<file path="src/rtl/mux_indexed_fifo.sv">
`default_nettype none
// ============================================================================
// Module   : mux_indexed_fifo
// Brief    : Index-steered data mux feeding a SLOTS-deep output FIFO.
// Revision : 1.0  initial release
// ============================================================================
module mux_indexed_fifo #(
    parameter int SIZE       = 2,
    parameter int DATA_TYPE  = 32,
    parameter int INDEX_TYPE = 1,
    parameter int SLOTS      = 2
) (
    input  logic                      clk,
    input  logic                      rst,
    input  logic [SIZE*DATA_TYPE-1:0] ins,
    input  logic [SIZE-1:0]           ins_valid,
    output logic [SIZE-1:0]           ins_ready,
    input  logic [INDEX_TYPE-1:0]     index,
    input  logic                      index_valid,
    output logic                      index_ready,
    output logic [DATA_TYPE-1:0]      outs,
    output logic                      outs_valid,
    input  logic                      outs_ready
);

    localparam int c_PTR_W = (SLOTS > 1) ? $clog2(SLOTS) : 1;
    localparam int c_CNT_W = $clog2(SLOTS + 1);
    localparam logic [c_PTR_W-1:0]  c_LAST = c_PTR_W'(SLOTS - 1);
    localparam logic [c_CNT_W-1:0]  c_FULL = c_CNT_W'(SLOTS);
    localparam logic [INDEX_TYPE:0] c_SIZE = (INDEX_TYPE + 1)'(SIZE);

    logic [DATA_TYPE-1:0] r_mem [SLOTS];
    logic [c_PTR_W-1:0]   r_head;
    logic [c_PTR_W-1:0]   r_tail;
    logic [c_CNT_W-1:0]   r_count;

    logic                 w_legal;
    logic                 w_sel_valid;
    logic [DATA_TYPE-1:0] w_sel_data;
    logic                 w_space;
    logic                 w_fire;
    logic                 w_pop;

    // Loop-based select keeps an out-of-range index from reading past the bus.
    always_comb begin
        w_sel_valid = 1'b0;
        w_sel_data  = '0;
        for (int i = 0; i < SIZE; i++) begin
            if (index == INDEX_TYPE'(i)) begin
                w_sel_valid = ins_valid[i];
                w_sel_data  = ins[i*DATA_TYPE +: DATA_TYPE];
            end
        end
    end

    assign w_legal     = {1'b0, index} < c_SIZE;
    assign outs_valid  = (r_count != '0);
    assign outs        = r_mem[r_head];
    assign w_pop       = outs_valid & outs_ready;
    // A pop in the same cycle frees a slot, so a full FIFO still streams.
    assign w_space     = (r_count < c_FULL) | w_pop;
    assign w_fire      = index_valid & w_legal & w_sel_valid & w_space & ~rst;
    assign index_ready = w_fire;

    generate
        for (genvar g = 0; g < SIZE; g++) begin : g_ins_ready
            assign ins_ready[g] = w_fire & (index == INDEX_TYPE'(g));
        end
    endgenerate

    always_ff @(posedge clk) begin
        if (w_fire) begin
            r_mem[r_tail] <= w_sel_data;
        end
    end

    always_ff @(posedge clk) begin
        if (rst) begin
            r_head  <= '0;
            r_tail  <= '0;
            r_count <= '0;
        end else begin
            if (w_fire) begin
                r_tail <= (r_tail == c_LAST) ? '0 : r_tail + c_PTR_W'(1);
            end
            if (w_pop) begin
                r_head <= (r_head == c_LAST) ? '0 : r_head + c_PTR_W'(1);
            end
            case ({w_fire, w_pop})
                2'b10:   r_count <= r_count + c_CNT_W'(1);
                2'b01:   r_count <= r_count - c_CNT_W'(1);
                default: r_count <= r_count;
            endcase
        end
    end

endmodule
`default_nettype wire
</file>
<file path="config.mk">
export PLATFORM = sky130hd
export DESIGN_NAME = mux_indexed_fifo
export DESIGN_NICKNAME = d
export VERILOG_FILES = /design/src/rtl/mux_indexed_fifo.sv
export SDC_FILE = /design/constraint.sdc
export NUM_CORES = 1
export LEC_CHECK = 0
export CAP_MARGIN = 20
export CORE_MARGIN = 4
export CORE_UTILIZATION = 37
export CTS_CLUSTER_DIAMETER = 150
export DETAILED_ROUTE_END_ITERATION = 10
export PLACE_DENSITY = 0.68
export SYNTH_ARGS = -nofsm -noshare
export SYNTH_HDL_FRONTEND = slang
export SYNTH_SLANG_ARGS = --single-unit
</file>
<file path="constraint.sdc">
create_clock -name clk -period 4.4 [get_ports clk]
set_input_delay 1.32 -clock clk [delete_from_list [all_inputs] [get_ports clk]]
set_output_delay 1.32 -clock clk [all_outputs]
set_load 0.05 [all_outputs]
</file>
==> results by group <==
Run status
  – Outcome: completed

Synthesis
  – Mux share of post-synthesis cell area: 0.252
  – Synth top area share: 0.649
  – Ys Warns: 0
  – Syn avg cell area: about 18 µm²
  – Synth Area in XOR/XNOR: 0.00888
  – Post-Syn Nets: 239
  – Distinct cells, synth: 24
  – EDFF count, synth: 64
  – Ys flop type: edfxtp_1
  – Adder-cell share of the synthesized area: 0.00423
  – Post-Synth Simple-Gate Area: 0.0266
  – Most frequent cell after synthesis: edfxtp_1
  – Flops & latches, synth: a little under 70
  – Post-Syn Area: between 2000 and 3000 µm²
  – Async set-or-reset flop fraction in the synthesized netlist: 0
  – Biggest area consumer among synthesized cells: edfxtp_1
  – Syn Inst Count: 167
  – Largest family of logic cells by synthesized area: multiplexers
  – Post-synth top cells: edfxtp_1, mux2_2, nor2_1
  – Largest cells by area after synthesis: edfxtp_1, mux2_2, dfxtp_1, buf_4, mux2_1
  – Sequential-to-total area share from yosys stat: 0.683
  – Compound-gate portion of the synthesized area: 0.00592

Run
  – Max-Cap Viols: 0

Critical path
  – Worst reg-to-reg path cell count: 5
  – CP max FO: 6
  – CP top delay family: buffers and inverters
  – Critical-path cell list: clkdlybuf4s50_1, nor2b_1, nand2_1, nor3b_1, buf_12
  – Worst EP required: about 3 ns
  – Critical path's slowest cell: clkdlybuf4s50_1
  – RR Endpoint: r_count[1]$_SDFFE_PP0P_
  – Worst Path Buf+Inv: 2
  – R2r setup slk: 2.83 ns
  – Crit path DAT: between 2 and 3 ns
  – CP peak stage delay: roughly 0.5 ns
  – Reg-to-Reg Start: r_count[1]$_SDFFE_PP0P_
  – Kind of critical path: input port to output pin
  – CP Capture Type: output pin
  – Worst setup SP type: input port

Floorplanning
  – Die Y: slightly below 100 µm
  – Rows: 32
  – Starting Density: 0.381
  – Die area: 9490 µm²
  – IO Pins: around 110
  – DIE WIDTH: 97.4 µm
  – Core Area: just under 8000 µm²

STA
  – Tmin final: just under 4 ns
  – Worst setup margin: ~0.42 ns
  – Fmax: roughly 250 MHz
  – Final hold slack: a little over 0.5 ns
  – Unrepaired setup endpoints after global routing: no
  – Final Hold Fails: 0
  – Clk_skew: around 0.0093 ns
  – Final-report setup violation count: 0
  – Setup TNS: 0 ns
  – Worst slew pin tran: 0.527 ns
  – Final Cycle Share: 0.904
  – Rel. slew slack: 0.647
  – Slew Limit Fails: 0

CTS
  – H-tree Lvls: 3
  – Post-CTS Resized: 0
  – Sink Count: between 60 and 70
  – CTS tree: done
  – Clock tree buffer depth: 2
  – CTS Buf Count: 9
  – Cts hold-fix bufs: 0
  – Clk slew on worst S/H paths: ~0.060 ns
  – Root Buffer: clkbuf_8
  – Later-pin clock latency in the skew report: around 0.33 ns
  – Setup bufs post-CTS: 0

Routing
  – Metal2 WL: 3.01 mm
  – 1st-pass router iterations: 4
  – Drt initial violations: 33
  – Via count: 1790
  – Residual DRC: 0
  – Via-to-Cell Ratio: between 4 and 5
  – DRT Wirelength: around 5.8 mm
  – Post-DRT Antenna Nets: 0
  – Highest routed layer: met4
  – Met3 Routed Length: about 400 µm
  – Drt wl/cell: approximately 15 µm
  – Routed length on met1: about 2.3 mm

Hold path
  – Hold EP: r_tail$_SDFFE_PP0N_
  – Hold path start: r_tail$_SDFFE_PP0N_
  – Worst Hold Path Cells: 1
  – Hold crit path type: flip-flop to flip-flop

Global route
  – Global-route wire length before repair: about 9.2 mm
  – Vias in the first global route: approximately 2000
  – Gr usage total: 0.124
  – Antenna violations before repair: 0
  – Largest net degree at the start of global routing: 33
  – Global route total overflow: 0

Finish
  – Share of cells above drive strength 1: 0.304
  – Fill cell count: 658
  – Non-Filler Instances: roughly 390
  – Fin nets: 353
  – # diodes: 0
  – Area growth syn-to-layout: 46.5%
  – Cell area after layout: 4330 µm²

Power
  – VDD IR-drop max: around 180 µV
  – Pwr per Cell Area: approximately 380 nW/µm²
  – Lkg Pwr: ~1.5 nW

Placed design
  – I/O Buffers: between 100 and 150
  – DP HPWL: 4.03 mm
  – Final GP Congestion: about 0.7
  – Post-placement cell count: 372
  – Placed cell areas: around 4200 µm²
  – Place WS: between 0.4 and 0.5 ns
state kept, by name, summed over array words and instances (netlist names), named ones only:
name     cells
r_count      2
r_tail       1
r_head       1
r_mem       64
per-layer routing:
layer,up-vias,track usage
met5,-,0
met4,0,0.0575
met3,8,0.0438
met2,63,0.221
met1,856,0.131
li1,863,-
cell usage in the layout (no fill, tap or decap), types with 2 or more instances in the layout:
| cell type | instances |
|---|---|
| clkdlybuf4s50_1 | 102 |
| edfxtp_1 | 64 |
| mux2_2 | 62 |
| clkbuf_8 | 9 |
| dfxtp_1 | 5 |
| buf_4 | 5 |
| nor2_1 | 4 |
| clkinv_1 | 4 |
| buf_12 | 3 |
| nand2b_1 | 2 |
| inv_1 | 2 |
| nand2_1 | 2 |
| nor2_4 | 2 |
| mux2_1 | 2 |
| xnor2_1 | 2 |
| clkinvlp_4 | 2 |
area by class of cell:
cell class | instances | area [µm²] | area share
multi-input combinational | 88 | 896 | 0.207
clock buffer | 10 | 128 | 0.0294
timing repair buffer | 111 | 1120 | 0.259
clock inverter | 6 | 30.0 | 0.00693
sequential | 69 | 2020 | 0.467
inverter | 2 | 7.51 | 0.00173
tap | 102 | 128 | 0.0294
worst reg2reg max path: cells and delay by family (launching register included):
kind,cells,cell delay (ns)
DFF,1,0.33
AOI/OAI and AO/OA,1,0.14
adders and majority gates,1,0.38
and+or+nand+nor,3,0.65
per-stage QoR:
step | utilization | power (mW)
after global placement | 0.538 | 1.23
after CTS | 0.558 | 1.65
after global routing | 0.558 | 1.71
final | 0.558 | 1.63
after detailed placement | 0.538 | 1.24
after floorplan | - | 1.07
how the worst max path moves through the flow:
| stage | start | endpoint | slack (ns) | cells after the start |
|---|---|---|---|---|
| 6_report | rst | ins_ready[0] | 0.42 | 5 |
| 5_1_grt | rst | ins_ready[0] | 0.35 | 5 |
| 4_1_cts | rst | ins_ready[0] | 0.42 | 5 |
| 3_5_place_dp | rst | ins_ready[0] | 0.43 | 5 |
| 3_3_place_gp | rst | ins_ready[0] | 0.44 | 5 |
| 2_1_floorplan | index | ins_ready[0] | 0.27 | 3 |
power by group:
group	leakage, nW	internal [mW]	switching (mW)
combinational	0.771	0.208	0.252
clock	0.0725	0.197	0.217
sequential	0.622	0.748	0.00987
total	1.47	1.15	0.479
cell families after synthesis:
kind of cell,count (synthesis)
compound gates,3
xor+xnor,3
fa+ha+maj,1
buf+inv,10
flops,69
mux,66
simple gates,15
Note: power is estimated with default switching activity, not from simulation.
